===== src/rtl/tile_line_fetcher.sv =====
// Scanline prefetch scheduler: fetches tile entries and pattern rows for the next line into a
// ping-pong line buffer and drives color_palette from the front half. Option: TILE_SCROLL_EN.
module tile_line_fetcher #(
  parameter int unsigned H_COLS   = 80,
  parameter int unsigned V_ACTIVE = 480,
  parameter int unsigned V_TOTAL  = 525,
  parameter int unsigned RD_LAT   = 1
) (
  input  logic        CLK_100,
  input  logic        RESET_N,
  input  logic [9:0]  DrawX,
  input  logic [9:0]  DrawY,
  output logic [12:0] tt_addr,
  output logic        tt_rd,
  input  logic [15:0] tt_rdata,
  output logic [7:0]  get_index,
  output logic [3:0]  get_line,
  input  logic [15:0] get_data,
  output logic [2:0]  palette,
  output logic [1:0]  color_index,
  output logic        fetch_busy,
  output logic        underrun,
  input  logic        underrun_clr
`ifdef TILE_SCROLL_EN
  ,
  input  logic [8:0]  scroll_y
`endif
);

  typedef enum logic [2:0] {StIdle, StTtReq, StTtWait, StSpReq, StSpWait, StStore} state_e;

  state_e      state_q, state_d;
  logic [9:0]  drawy_q;
  logic        trig, start, last_wait, last_col;
  logic [9:0]  ny;
  logic [8:0]  fy_d, fy_q;
  logic [7:0]  col_q;
  logic [1:0]  wait_q;
  logic        front_sel_q;
  logic [1:0]  valid_q;
  logic [2:0]  pal_q;
  logic [15:0] data_q;
  logic [7:0]  get_index_q;
  logic [3:0]  get_line_q;
  logic        underrun_q;
  logic [2:0]  palette_q;
  logic [1:0]  color_q;
  logic [18:0] lb0 [H_COLS];
  logic [18:0] lb1 [H_COLS];
  logic [6:0]  x_col;
  logic [18:0] entry;
  logic        unused_tt_bits;

  assign unused_tt_bits = ^tt_rdata[15:11];

  assign trig      = (DrawY != drawy_q);
  assign ny        = (DrawY == 10'(V_TOTAL - 1)) ? 10'd0 : DrawY + 10'd1;
  assign start     = trig && (ny < 10'(V_ACTIVE));
  assign last_wait = (wait_q == 2'(RD_LAT - 1));
  assign last_col  = (col_q == 8'(H_COLS - 1));

`ifdef TILE_SCROLL_EN
  logic [9:0]  scr;
  logic [10:0] fy_sum;
  always_comb begin
    scr    = (scroll_y >= 9'(V_ACTIVE)) ? 10'd0 : {1'b0, scroll_y};
    fy_sum = {1'b0, ny} + {1'b0, scr};
    fy_d   = (fy_sum >= 11'(V_ACTIVE)) ? 9'(fy_sum - 11'(V_ACTIVE)) : fy_sum[8:0];
  end
`else
  assign fy_d = ny[8:0];
`endif

  always_ff @(posedge CLK_100) begin
    if (!RESET_N) state_q <= StIdle;
    else          state_q <= state_d;
  end

  // A line change always wins: it aborts any fetch in flight and restarts at column 0.
  always_comb begin
    state_d = state_q;
    if (trig) begin
      state_d = start ? StTtReq : StIdle;
    end else begin
      unique case (state_q)
        StIdle:   state_d = StIdle;
        StTtReq:  state_d = StTtWait;
        StTtWait: if (last_wait) state_d = StSpReq;
        StSpReq:  state_d = StSpWait;
        StSpWait: if (last_wait) state_d = StStore;
        StStore:  state_d = last_col ? StIdle : StTtReq;
        default:  state_d = StIdle;
      endcase
    end
  end

  always_comb begin
    tt_rd      = (state_q == StTtReq);
    fetch_busy = (state_q != StIdle);
  end

  always_ff @(posedge CLK_100) begin
    if (!RESET_N) begin
      drawy_q     <= '0;
      fy_q        <= '0;
      col_q       <= '0;
      wait_q      <= '0;
      front_sel_q <= 1'b0;
      valid_q     <= '0;
      pal_q       <= '0;
      data_q      <= '0;
      get_index_q <= '0;
      get_line_q  <= '0;
      underrun_q  <= 1'b0;
    end else begin
      drawy_q    <= DrawY;
      underrun_q <= (trig && fetch_busy) || (underrun_q && !underrun_clr);
      if ((state_q == StTtWait || state_q == StSpWait) && !last_wait) wait_q <= wait_q + 2'd1;
      else                                                            wait_q <= '0;
      if (trig) begin
        // The old front becomes the back half and is invalid until refilled.
        front_sel_q          <= ~front_sel_q;
        valid_q[front_sel_q] <= 1'b0;
        col_q                <= '0;
        fy_q                 <= fy_d;
      end else begin
        if (state_q == StTtWait && last_wait) begin
          pal_q       <= tt_rdata[10:8];
          get_index_q <= tt_rdata[7:0];
          get_line_q  <= fy_q[3:0];
        end
        if (state_q == StSpWait && last_wait) data_q <= get_data;
        if (state_q == StStore) begin
          if (last_col) valid_q[~front_sel_q] <= 1'b1;
          else          col_q                 <= col_q + 8'd1;
        end
      end
    end
  end

  // Line buffer contents are deliberately left unreset.
  always_ff @(posedge CLK_100) begin
    if (RESET_N && !trig && state_q == StStore) begin
      if (front_sel_q) lb0[col_q[6:0]] <= {pal_q, data_q};
      else             lb1[col_q[6:0]] <= {pal_q, data_q};
    end
  end

  assign x_col = DrawX[9:3];

  always_comb begin
    entry = front_sel_q ? lb1[x_col] : lb0[x_col];
  end

  always_ff @(posedge CLK_100) begin
    if (!RESET_N) begin
      palette_q <= '0;
      color_q   <= '0;
    end else if (valid_q[front_sel_q] && x_col < 7'(H_COLS)) begin
      palette_q <= entry[18:16];
      color_q   <= 2'(entry[15:0] >> (4'd14 - {DrawX[2:0], 1'b0}));
    end else begin
      palette_q <= '0;
      color_q   <= '0;
    end
  end

  assign tt_addr     = {fy_q[8:4], col_q};
  assign get_index   = get_index_q;
  assign get_line    = get_line_q;
  assign underrun    = underrun_q;
  assign palette     = palette_q;
  assign color_index = color_q;

endmodule


===== config.mk =====
export PLATFORM = sky130hd
export DESIGN_NAME = tile_line_fetcher
export DESIGN_NICKNAME = d
export VERILOG_FILES = /design/src/rtl/tile_line_fetcher.sv
export SDC_FILE = /design/constraint.sdc
export NUM_CORES = 2
export LEC_CHECK = 0
export CORE_ASPECT_RATIO = 1.1
export CORE_UTILIZATION = 43
export DETAILED_ROUTE_END_ITERATION = 10
export GPL_TIMING_DRIVEN = 0
export SLEW_MARGIN = 10
export SYNTH_ARGS = -nofsm -noshare
export SYNTH_HDL_FRONTEND = slang
export SYNTH_SLANG_ARGS = --single-unit
export TNS_END_PERCENT = 10

===== constraint.sdc =====
create_clock -name CLK_100 -period 9.8 [get_ports CLK_100]
set_input_delay 0.98 -clock CLK_100 [delete_from_list [all_inputs] [get_ports CLK_100]]
set_output_delay 0.98 -clock CLK_100 [all_outputs]
set_load 0.01 [all_outputs]

### Word level (Yosys, flattened, before mapping)

Memories as Yosys holds them, arrays and structs flattened.
Index checks and enable logic that the tools add are counted.

* bits in registers: 72
* latch bits: 0
* RAM bits: 3040
* bits in read-only memories: 0
* input port bits: 55
* output and inout bits: 33
* logic and storage cells: 95
* memories: 2

Memories
* lb0: words 80, width 19, read ports 1, clocked after Yosys merged registers in 0, write ports 1, RTL line 48 `logic [18:0] lb0 [H_COLS];`
* lb1: words 80, width 19, read ports 1, clocked after Yosys merged registers in 0, write ports 1, RTL line 49 `logic [18:0] lb1 [H_COLS];`

* add/sub/neg operators: 4
* $mul: 0
* divide/modulo/power cells: 0
* magnitude comparators: 6
* equal/unequal tests: 10
* shift operators: 1
* muxes and demuxes: 23
* bitwise operators: 7
* reductions and logical operators: 28

Operators by type and width (number)
* two-way mux 19 bit: 1
* right shift 16 x 4 -> 2 bit: 1
* one-hot mux 3 bit (5 select lines): 1
* AND reduction 2 bit: 7
* two-way mux 1 bit: 12
* logical AND 1 bit: 11
* adder 10 x 1 -> 10 bit (second input constant): 1
* == test 10 bit (second input constant): 1
* < comparator 10 x 9 -> 1 bit (second input constant): 1
* two-way mux 10 bit: 1
* != test 10 bit: 1
* two-way mux 3 bit: 3
* adder 8 x 1 -> 8 bit (second input constant): 1
* == test 8 x 7 -> 1 bit (second input constant): 1
* < comparator 7 bit (second input constant): 1
* == test 3 x 2 -> 1 bit (second input constant): 2
* == test 3 bit (second input constant): 2
* two-way mux 2 bit: 3
* != test 3 bit (second input constant): 2
* < comparator 1 x 2 -> 1 bit (second input constant): 2
* NOT 1 bit: 4
* nonzero test 2 bit: 2
* subtractor 4 bit (first input constant): 1
* == test 3 x 1 -> 1 bit (second input constant): 1
* 11 further kinds: 16

### Logic depth before layout (Yosys ltp)

* depth in word-level cells: 9
* mapped depth: 16

### Worst setup path before layout

Ideal clock, no wire load.

* kind: input-to-reg
* start: in DrawY[6]
* end: mem lb1[62][0] (enable)
* arrival: 3792 ps
* setup slack: 5614 ps
* stages on the path: 9
* buffers on the path: 2
* cell sequence: clkbuf_1 xnor2_1 nand4_1 nor4_1 clkbuf_1 nand2_1 nor4_1 nand3_1 nor2_1

* longest elaborated chain between the ends: 6

RTL lines
* start, declared: RTL line 12 `input logic [9:0] DrawY,`
* != test 10 bit: RTL line 56 `assign trig = (DrawY != drawy_q);`
* logical NOT 1 bit: RTL line 143 `if (RESET_N && !trig && state_q == StStore) begin`
* logical AND 1 bit (2 in series): RTL line 143
* two-way mux 1 bit: RTL line 143
* two-way mux 1 bit (implied by the code): RTL line 145 `else lb1[col_q[6:0]] <= {pal_q, data_q};`
* end, declared: RTL line 49

No other way between the ends.

### Worst setup path after layout

* start: in DrawX[6]
* end: reg color_q[1], in the netlist color_index[1]

* longest elaborated chain between the ends: 3
* elaborated cells on any way between the ends: 7
* those cells by class: order compare: 1; shift: 1; mux: 1; reduce/logical: 2; memory: 2

RTL lines
* start, declared: RTL line 11 `input logic [9:0] DrawX,`
* memory (80 x 19 bit) (tied with other cells)
* two-way mux 19 bit / logical AND 1 bit (equally long branches): RTL line 152, 159
* right shift 16 x 4 -> 2 bit / AND reduction 2 bit (equally long branches)
* end signal, assigned: RTL line 161 `color_q <= 2'(entry[15:0] >> (4'd14 - {DrawX[2:0], 1'b0}));`
* end, declared: RTL line 47 `logic [1:0] color_q;`

Parallel ways exist; a longest one is shown, timed or not.
A chain may end at the register's enable or synchronous reset.

==> metrics.md <==
| Metric | Value |
|---|---|
| Post-Syn Area | ~120,000 µm² |
| RSZ-0062 raised after global routing | false |
| Final Critical Period | between 8 and 9 ns |
| Startpoint Class | input pin |
| Htree depth | 5 |
| Post-Synthesis Cells | 5,639 |
| Postcts setup bufs | 0 |
| First-pass GRT wire length | 671,000 µm |
| All-layer global routing usage | 37.5% |
| Via count | 71,300 |
| Launching point of the worst reg2reg path | drawy_q[6] |
| Post-synthesis sequential area ratio | between 70% and 80% |
| Vias/cell | between 6 and 7 |
| Clk slew on worst S/H paths | about 0.06 ns |
| 1st-iter DRT viols | ~14,000 |
| Yosys top cell by area | edfxtp_1 |
| Library cells used by synthesis | 74 |
| Synth warn | 0 |
| Root buffer selected by CTS | clkbuf_16 |
| Fin. max-slew vios | 25 |
| R2r endpoint | lb1[38][5] |
| Mean post-synth cell area | 21.3 µm² |
| Achievable Freq | between 100 and 150 MHz |
| Flop pwr share | about 52% |
| Worst Tran Pin Value | roughly 1.5 ns |
| Setup Viol. Count Final | 0 |
| Sw power | roughly 6.3 mW |
| Synthesis-stage register bit count | slightly above 3,000 |
| Sw Ratio | a little under a quarter |
| Die area | 282,000 µm² |
| Drt total wl | 529,000 µm |
| Sink Count | 3,112 |
| Final #Nets | ~6,300 |
| Max Cap Viol | 6 |
| Design Area, Final | about 140,000 µm² |
| Critical Path AT | just over 9 ns |
| Hold Crit Class | reg -> reg |
| GRT overflow | 0 |
| P_leak | a little under 40 nW |
| P_int | about 21 mW |
| DPL Wire Length | approximately 360,000 µm |
| Antenna violations before repair | between 70 and 80 |
| Largest net degree at the start of global routing | 89 |
| Total power | roughly 28 mW |
| Crit-path cells | clkdlybuf4s50_1 > inv_2 > buf_2 > buf_2 > buf_2 > buf_2 > mux2i_1 > a32oi_1 > nand3_1 > a21oi_1 > nor4_1 > a211oi_1 |
| Vias in the first global route | between 60,000 and 70,000 |
| TritonCTS clock tree | built |
| Setup Skew | approximately 0.06 ns |
| Worst relative slew slack | -2.31% |
| Period utilisation layout | between 80% and 90% |
| Worst hold stages | 1 |
| CORE AREA | around 280,000 µm² |
| Top cell type's share of synthesized area | roughly 76% |
| Mapped Nets | between 5,000 and 6,000 |
| Worst reg2reg path depth | 9 |
| Top-Level Pins | just under 90 |
| Pwr Density | between 150 and 200 nW/µm² |
| Crit path max fanout | 11 |
| Share of layout cells above drive strength 1 | between 20% and 30% |
| Failing checks | capacitance limit, slew limit |
| Most area-consuming cells after synthesis | edfxtp_1, mux4_2, mux2i_1 |
| Slowest cell on crit path | inv_2 |
| Drt wl/cell | roughly 51 µm |
| Port buffer count | between 70 and 80 |
| Asr flop ratio synth | 0% |
| Dpl cell area | 132,000 µm² |
| GPL Wtd Cong | about 1.0 |
| TritonRoute pass-1 iters | 6 |
| Hold buffer count at CTS | 0 |
| Utilization after layout | between 50% and 60% |
| Post-CTS sizing | 0 |
| Most frequent CP cell | buf_2 |
| Post-synth EDFFs | roughly 3,000 |
| Flop2flop setup slack | 4.48 ns |
| Critical Path RT | around 11 ns |
| Synthesis-to-finish area growth | 18.4% |
| Setup Crit Path Kind | in -> reg |
| Die span in y | 556 µm |
| WHS Endpoint | wait_q[0] |
| Setup crit end kind | flip-flop |
| DRC Markers | 0 |
| Antenna-violating nets left | 0 |
| Combinational Power Share | ~4.8% |
| Crit path from | DrawX[6] |
| Clock share of power | 43.1% |
| Crit-path max cell delay | ~0.97 ns |
| Worst Min Path Start | wait_q[0] |
| Post-synth top flop | edfxtp_1 |
| Later-pin clock latency in the skew report | about 0.95 ns |
| Row cnt | slightly above 200 |
| Final Hold Fails | 0 |
| Starting Density | between 40% and 50% |
| Fillcell total | roughly 22,000 |
| Overall die width | 506 µm |
| Outcome | complete, but fails checks |
| Worst vdd ir | between 0.15 and 0.2 mV |
| Clock Path Buffers | 4 |
| TritonCTS Buffers | roughly 320 |
==> registers in the layout, indices dropped and copies added, names as in the netlist, 3 cells and up <==
signal and cells:
pal_q 3, get_index 8, data_q 16, drawy_q 10, col_q 8, get_line 4, lb1 1520, lb0 1520
fy_q 9, palette 3, state_q 3
==> per-stage QoR <==
| step | hold WS (ns) | TNS, ns | worst slack, ns | cells |
|---|---|---|---|---|
| 2_1_floorplan | 0.392 | 0 | 5.61 | 5639 |
| 6_report | 0.413 | 0 | 1.32 | 10300 |
| 4_1_cts | 0.416 | 0 | 1.83 | 10200 |
| 3_3_place_gp | 0.406 | -0.404 | -0.404 | 9403 |
| 5_1_grt | 0.432 | 0 | 1.92 | 10200 |
| 3_5_place_dp | 0.408 | 0 | 0.895 | 9616 |
==> logic make-up after synthesis <==
group / count (synthesis) / synth area share, %
adders and majority gates: 4 / 0.0417
DFF: 3112 / 77.2
AOI/OAI and AO/OA: 491 / 2.88
xor gates and xnor gates: 26 / 0.190
muxes: 1018 / 15.7
and+or+nand+nor: 642 / 2.45
buffers and inverters: 346 / 1.52
==> power groups by stage <==
| stage | registers [mW] | clock network (mW) | logic, mW |
|---|---|---|---|
| 6_report | 14.4 | 11.9 | 1.33 |
| 5_1_grt | 14.4 | 12.3 | 1.26 |
| 4_1_cts | 14.4 | 11.8 | 1.23 |
| 3_5_place_dp | 14.7 | 0 | 1.23 |
| 3_3_place_gp | 14.7 | 0 | 1.19 |
| 2_1_floorplan | 14.7 | 0 | 0.456 |
==> critical path, delay by kind of cell <==
kind	cells	cell delay [ns]
buf+inv	6	4.99
mux	1	0.25
simple gates	2	0.63
compound gates	3	2.08
==> metal layers <==
metal / up-vias / part of all wire [%] / global-route usage (%)
met1: 37500 / 33 / 45.1
met2: 6884 / 42 / 52.9
met5: - / 0.067 / 0
met4: 50 / 10 / 30.2
li1: 25000 / - / -
met3: 1857 / 15 / 15.5
==> layout by cell type (no fill, tap or decap), types with 85 or more instances in the layout <==
master,count
nor2_4,160
nand2_1,125
buf_16,142
edfxtp_1,3040
buf_2,113
clkbuf_16,326
mux2i_1,287
mux4_2,694
a21oi_1,85
clkbuf_1,152
diode_2,88
nor2_1,108
==> cell type report <==
class,count,area [µm²],area share [%]
diodes,88,220,0.155
plain buffers,328,1840,1.29
clock buffers,408,8520,5.98
clock inverters,156,1320,0.929
inverters,18,67.6,0.0475
multi-input cells,2181,26900,18.9
flip-flops and latches,3112,92800,65.2
well taps,3690,4620,3.24
repair buffers,288,6000,4.22
==> synth_stat cells, drive strengths merged (23+ instances only) <==
cell       n
a211oi    27
a21oi     85
a221oi    52
a22oi     58
and2      23
buf      209
clkbuf   119
dfxtp     72
edfxtp  3040
mux2      37
mux2i    287
mux4     694
nand2    133
nand3     42
nor2     271
nor2b     53
nor3      26
o21ai     67
o22ai     43
==> how the worst max path moves through the flow <==
stage / to / slack [ns]
final: color_index[1] / 1.32
after global routing: color_index[1] / 1.92
after CTS: color_index[1] / 1.83
after detailed placement: color_index[1] / 0.89
after global placement: color_index[1] / -0.40
after floorplan: lb1[62][0] / 5.61
Note: power is estimated with default switching activity, not from simulation.
